**src/rtl/alu_serial_pkg.sv**
```systemverilog
// Shared encodings and helpers for the bit-serial ALU sequencer.
// Holds op codes, FSM states and the counter width function.
package alu_serial_pkg;

  localparam logic [1:0] OP_ADD = 2'b00;
  localparam logic [1:0] OP_SUB = 2'b01;
  localparam logic [1:0] OP_AND = 2'b10;
  localparam logic [1:0] OP_OR  = 2'b11;

  typedef enum logic [1:0] {
    ST_IDLE,
    ST_SHIFT,
    ST_DONE
  } state_t;

  function automatic int clog2(input int value);
    int r;
    r = 0;
    for (int v = value - 1; v > 0; v = v >> 1) r++;
    return r;
  endfunction

endpackage

```
**src/rtl/serial_shreg.sv**
```systemverilog
// Right-shifting register with parallel load, serial in at MSB, serial out at LSB.
// Latency: one cycle per load or shift.
// Backpressure: none; the register holds whenever load and shift are both low.
module serial_shreg #(
  parameter int WIDTH = 8
) (
  input  logic             clk,
  input  logic             rst_n,
  input  logic             load,
  input  logic [WIDTH-1:0] load_val,
  input  logic             shift,
  input  logic             sin,
  output logic             sout,
  output logic [WIDTH-1:0] q
);

  always_ff @(posedge clk or negedge rst_n) begin
    if (!rst_n) begin
      q <= '0;
    end else if (load) begin
      q <= load_val;
    end else if (shift) begin
      q <= {sin, q[WIDTH-1:1]};
    end
  end

  assign sout = q[0];

endmodule

```
**src/rtl/alu_serial_ctrl.sv**
```systemverilog
// Bit-serial sequencer driving an external 1-bit ALU, LSB first; optional ovf via ALU_SERIAL_OVF_EN.
// Latency: WIDTH cycles from accepted start to the done pulse.
// Backpressure: start is ignored while busy; a start held in the done cycle is accepted.
module alu_serial_ctrl
  import alu_serial_pkg::*;
#(
  parameter int WIDTH = 8
) (
  input  logic             clk,
  input  logic             rst_n,
  input  logic             start,
  input  logic [1:0]       op,
  input  logic [WIDTH-1:0] a,
  input  logic [WIDTH-1:0] b,
  output logic             busy,
  output logic             done,
  output logic [WIDTH-1:0] result,
  output logic             cout,
  output logic             alu_a,
  output logic             alu_b,
  output logic             alu_cin,
  output logic             alu_f1,
  output logic             alu_f0,
  input  logic             alu_res,
  input  logic             alu_cout
`ifdef ALU_SERIAL_OVF_EN
  ,
  output logic             ovf
`endif
);

  localparam int CW = clog2(WIDTH);

  state_t          state_q, state_d;
  logic [CW-1:0]   cnt_q;
  logic [1:0]      op_q;
  logic            carry_q;
  logic            cout_q;
  logic            accept;
  logic            shift_en;
  logic            last_bit;
  logic            arith;

  logic             a_sout, b_sout, res_sout;
  logic [WIDTH-1:0] a_q, b_q, res_q;
  logic             shreg_unused;

  always_comb begin
    state_d  = state_q;
    accept   = 1'b0;
    shift_en = 1'b0;
    last_bit = 1'b0;
    case (state_q)
      ST_IDLE: begin
        if (start) begin
          accept  = 1'b1;
          state_d = ST_SHIFT;
        end
      end
      ST_SHIFT: begin
        shift_en = 1'b1;
        if (cnt_q == CW'(WIDTH - 1)) begin
          last_bit = 1'b1;
          state_d  = ST_DONE;
        end
      end
      ST_DONE: begin
        if (start) begin
          accept  = 1'b1;
          state_d = ST_SHIFT;
        end else begin
          state_d = ST_IDLE;
        end
      end
      default: state_d = ST_IDLE;
    endcase
  end

  // and/or never propagate a carry
  assign arith = ~op_q[1];

  always_ff @(posedge clk or negedge rst_n) begin
    if (!rst_n) begin
      state_q <= ST_IDLE;
      cnt_q   <= '0;
      op_q    <= OP_ADD;
      carry_q <= 1'b0;
      cout_q  <= 1'b0;
    end else begin
      state_q <= state_d;
      if (accept) begin
        op_q    <= op;
        cnt_q   <= '0;
        carry_q <= (op == OP_SUB);
      end else if (shift_en) begin
        cnt_q   <= cnt_q + CW'(1);
        carry_q <= arith & alu_cout;
        if (last_bit) cout_q <= arith & alu_cout;
      end
    end
  end

  serial_shreg #(.WIDTH(WIDTH)) u_a_sh (
    .clk(clk), .rst_n(rst_n), .load(accept), .load_val(a),
    .shift(shift_en), .sin(1'b0), .sout(a_sout), .q(a_q)
  );

  serial_shreg #(.WIDTH(WIDTH)) u_b_sh (
    .clk(clk), .rst_n(rst_n), .load(accept), .load_val(b),
    .shift(shift_en), .sin(1'b0), .sout(b_sout), .q(b_q)
  );

  // result is never cleared on start; WIDTH shifts fully replace it
  serial_shreg #(.WIDTH(WIDTH)) u_res_sh (
    .clk(clk), .rst_n(rst_n), .load(1'b0), .load_val('0),
    .shift(shift_en), .sin(alu_res), .sout(res_sout), .q(res_q)
  );

  // taps of the shared shift register this controller has no use for
  assign shreg_unused = ^{a_q[WIDTH-1:1], b_q[WIDTH-1:1], res_sout};

`ifdef ALU_SERIAL_OVF_EN
  logic ovf_q;

  // carry into the MSB is carry_q during the last bit
  always_ff @(posedge clk or negedge rst_n) begin
    if (!rst_n) begin
      ovf_q <= 1'b0;
    end else if (last_bit) begin
      ovf_q <= arith & (carry_q ^ alu_cout);
    end
  end

  assign ovf = ovf_q;
`endif

  assign busy    = (state_q == ST_SHIFT);
  assign done    = (state_q == ST_DONE);
  assign result  = res_q;
  assign cout    = cout_q;
  assign alu_a   = shift_en & a_sout;
  assign alu_b   = shift_en & b_sout;
  assign alu_cin = shift_en & carry_q;
  assign alu_f1  = shift_en & op_q[1];
  assign alu_f0  = shift_en & op_q[0];

endmodule

```
**config.mk**
```make
export PLATFORM = sky130hd
export DESIGN_NAME = alu_serial_ctrl
export DESIGN_NICKNAME = d
export VERILOG_FILES = /design/src/rtl/alu_serial_pkg.sv /design/src/rtl/serial_shreg.sv /design/src/rtl/alu_serial_ctrl.sv
export SDC_FILE = /design/constraint.sdc
export NUM_CORES = 1
export LEC_CHECK = 0
export ABC_AREA = 1
export CORE_ASPECT_RATIO = 1.4
export CORE_MARGIN = 2
export CORE_UTILIZATION = 40
export CTS_BUF_LIST = sky130_fd_sc_hd__clkbuf_8
export CTS_CLUSTER_DIAMETER = 50
export DETAILED_ROUTE_END_ITERATION = 8
export PLACE_DENSITY = 0.77
export SETUP_SLACK_MARGIN = 0.4
export SYNTH_ARGS = -nofsm -noshare
export SYNTH_HDL_FRONTEND = slang
export SYNTH_SLANG_ARGS = --single-unit
```
**constraint.sdc**
```tcl
create_clock -name clk -period 1.85 [get_ports clk]
set_input_delay 0.185 -clock clk [delete_from_list [all_inputs] [get_ports clk]]
set_output_delay 0.185 -clock clk [all_outputs]
set_load 0.1 [all_outputs]
```
==> reports/qor.yml <==
first_global_vias: 1343
gp_congestion: 0.7832
grt_util_all_layers: 0.1656
cp_data_required_time_ps: 1660
synth-seq-area-share: 0.5230
fp.dieH_um: 78.34
max-slew-margin-rel: 0.7283
max_cap_viol_count: 0
yosysTopAreaCellShare: 0.5230
netlist_area_um2: 1579
cts.sinks: 33
cell_at_the_root_of_the_clock_tree: "sky130_fd_sc_hd__clkbuf_8"
crit_arrival_ps: 1240
fin_worst_skew_ps: 5.871
cp-end-kind: "output pin"
crit_family: "flip-flops"
critPathKind: "reg2out"
post-synth-top-count-cell: "sky130_fd_sc_hd__nand2_1"
final.period_utilization: 0.7725
detailed_place.area_um2: 2042
setup_repair_after_global_routing_missed_its_margin: "true"
diodes_inserted: 0
stdcell_area_um2: 2257
drt_iter0_drc: 51
most_frequent_cells_after_synthesis: "89 x sky130_fd_sc_hd__nand2_1, 37 x sky130_fd_sc_hd__inv_1, 33 x sky130_fd_sc_hd__dfrtp_1"
synth_edf_count: 0
nets: 277
grt_antenna_before_repair: 0
horizontal_die_dimension_um: 57.10
cts-htree-levels: 2
drt-pass1-iter-count: 5
port-buffer-count: 38
yosys_warnings: 0
yosys.cell_types.count: 17
cts_inserted_buffers: 5
worst_path_largest_cell_delay_ps: 500
fin_setup_tns_ps: 0
design.core.area_um2: 3851
synth_top_cells_by_area: "sky130_fd_sc_hd__dfrtp_1 52%, sky130_fd_sc_hd__nand2_1 21%, sky130_fd_sc_hd__inv_1 8.8%"
routedWlPerCell_um: 11.01
timing.fmax_mhz: 699.7
wirelength_um: 3260
cts-hold-fix-buffers: 0
cts_tree: "done"
io_pins: 39
worst_slew_pin_slew_ps: 407.5
drc_violations: 0
postSynth.topFlopCell: "sky130_fd_sc_hd__dfrtp_1"
post-synth-top-area-cell: "sky130_fd_sc_hd__dfrtp_1"
hold_slack_ps: 301.0
num_rows: 27
worstSetupStartpointType: "flip-flop"
syn-num-nets: 233
synth_cells: 208
slowest_stage: "sky130_fd_sc_hd__dfrtp_2"
area_growth_pct: 42.95
report.final.setup_viol: 0
dr_total_vias: 1371
drive_gt1_frac: 0.1779
layout_min_cycle_time_ps: 1429
start_util: 0.4100
grt_overflow_total: 0
synth_seq_cells: 33
critPathBufInv: 1
first_pass_grt_wire_length_um: 5775
worstPathMaxFanout: 5
post_drt_via_cell_ratio: 4.632
number_of_hold_slack_violations_in_the_final_timing_report: 0
clk_pin_slew_worst_paths_ps: 70
drtAntennaViolNets: 0
asyncSetResetFlopFracSynth: 1.000
die-area_um2: 4473
clk-insertion-delay-late_ps: 290
clockBufferDepth: 2
filler_cell_count: 365
fin_util: 0.5861
postSynthAreaPerCell_um2: 7.591
worstPathCellList: "nand2_2, nor2_4, buf_12"
dp_hpwl_um: 2110
outcome: "finished, final reports clean"
final-max-slew-violation-count: 0
grt_max_degree: 34
hp-class: "in2async"
final cells by class:
class                   instances  area (um^2)  share of cell area
clock buffers                   5        68.82             0.03049
clock inverters                 3        65.06             0.02882
flip-flops and latches         33        827.0              0.3664
repair buffers                 43        465.4              0.2062
well taps                      43        53.80             0.02384
inverters                      40        160.2             0.07095
multi-input cells             129        616.8              0.2733
worst paths after layout:
kind / start / end / slack (ps) / cells past startpoint
hold reg to reg: u_b_sh.q[1] / u_b_sh.q[1] / 480 / 2
setup reg to reg: state_q[0] / u_b_sh.q[5] / 520 / 6
max in group asynchronous: rst_n / state_q[0] / 1240 / 2
hold / removal: rst_n / op_q[0] / 300 / 2
setup / recovery: state_q[0] / alu_a / 420 / 3
min in group clk: a[7] / u_a_sh.q[7] / 480 / 3
cell usage in the layout (no fill, tap or decap):
master,synthesis,final
sky130_fd_sc_hd__dfrtp_1,33,32
sky130_fd_sc_hd__clkbuf_8,0,5
sky130_fd_sc_hd__buf_12,0,7
sky130_fd_sc_hd__inv_4,1,1
sky130_fd_sc_hd__bufinv_16,0,2
sky130_fd_sc_hd__inv_1,37,36
sky130_fd_sc_hd__nand2_4,2,1
sky130_fd_sc_hd__nand2_1,89,89
sky130_fd_sc_hd__clkdlybuf4s50_1,0,22
sky130_fd_sc_hd__inv_8,0,1
sky130_fd_sc_hd__nor2_1,9,3
sky130_fd_sc_hd__nand3_1,10,10
sky130_fd_sc_hd__nand2_2,1,1
sky130_fd_sc_hd__buf_4,3,14
sky130_fd_sc_hd__inv_2,2,2
sky130_fd_sc_hd__o21ai_0,13,13
sky130_fd_sc_hd__nand2_8,0,2
sky130_fd_sc_hd__dfrtp_2,0,1
sky130_fd_sc_hd__nor2_4,1,5
sky130_fd_sc_hd__a21oi_1,1,1
sky130_fd_sc_hd__clkinv_2,0,1
sky130_fd_sc_hd__nor2_2,0,2
sky130_fd_sc_hd__ha_1,2,2
flip-flops by register name, summed over array words and instances (netlist names):
register	flops
carry_q	1
cnt_q	3
cout	1
op_q	2
state_q	2
u_a_sh.q	8
u_b_sh.q	8
u_res_sh.q	8
timing repair:
| item | CTS | global route |
|---|---|---|
| pin swaps | 1 | 2 |
| gates cloned | 0 | 1 |
| gates resized for setup | 3 | 7 |
| endpoints found under the setup margin | 10 | 8 |
| endpoints found under the hold margin | 0 | 0 |
| setup buffers | 3 | 1 |
cells by family (layout without fill, tap and decap cells):
logic type / after synthesis / count (layout) / synth area share
adder cells (fa/ha/maj): 2 / 2 / 0.01585
flip-flops: 33 / 33 / 0.5230
buffers and inverters: 47 / 91 / 0.1268
AND/OR/NAND/NOR: 112 / 113 / 0.2900
AO/OA/AOI/OAI: 14 / 14 / 0.04437
metrics by stage:
step,setup WS (ps),instances
4_1_cts,397.4,294
3_3_place_gp,351.8,283
5_1_grt,373.9,296
6_report,420.9,296
2_1_floorplan,107.3,208
3_5_place_dp,336.2,283
per-layer routing:
metal	vias up	track usage	wire [um]
met5	-	0	0
met4	0	0.06977	65
met3	7	0.05107	173
met2	45	0.2839	1695
met1	620	0.1875	1326
li1	699	-	-
Power is not shown: default switching activity piles up to over one toggle a cycle in this logic, so the estimate is an artifact.
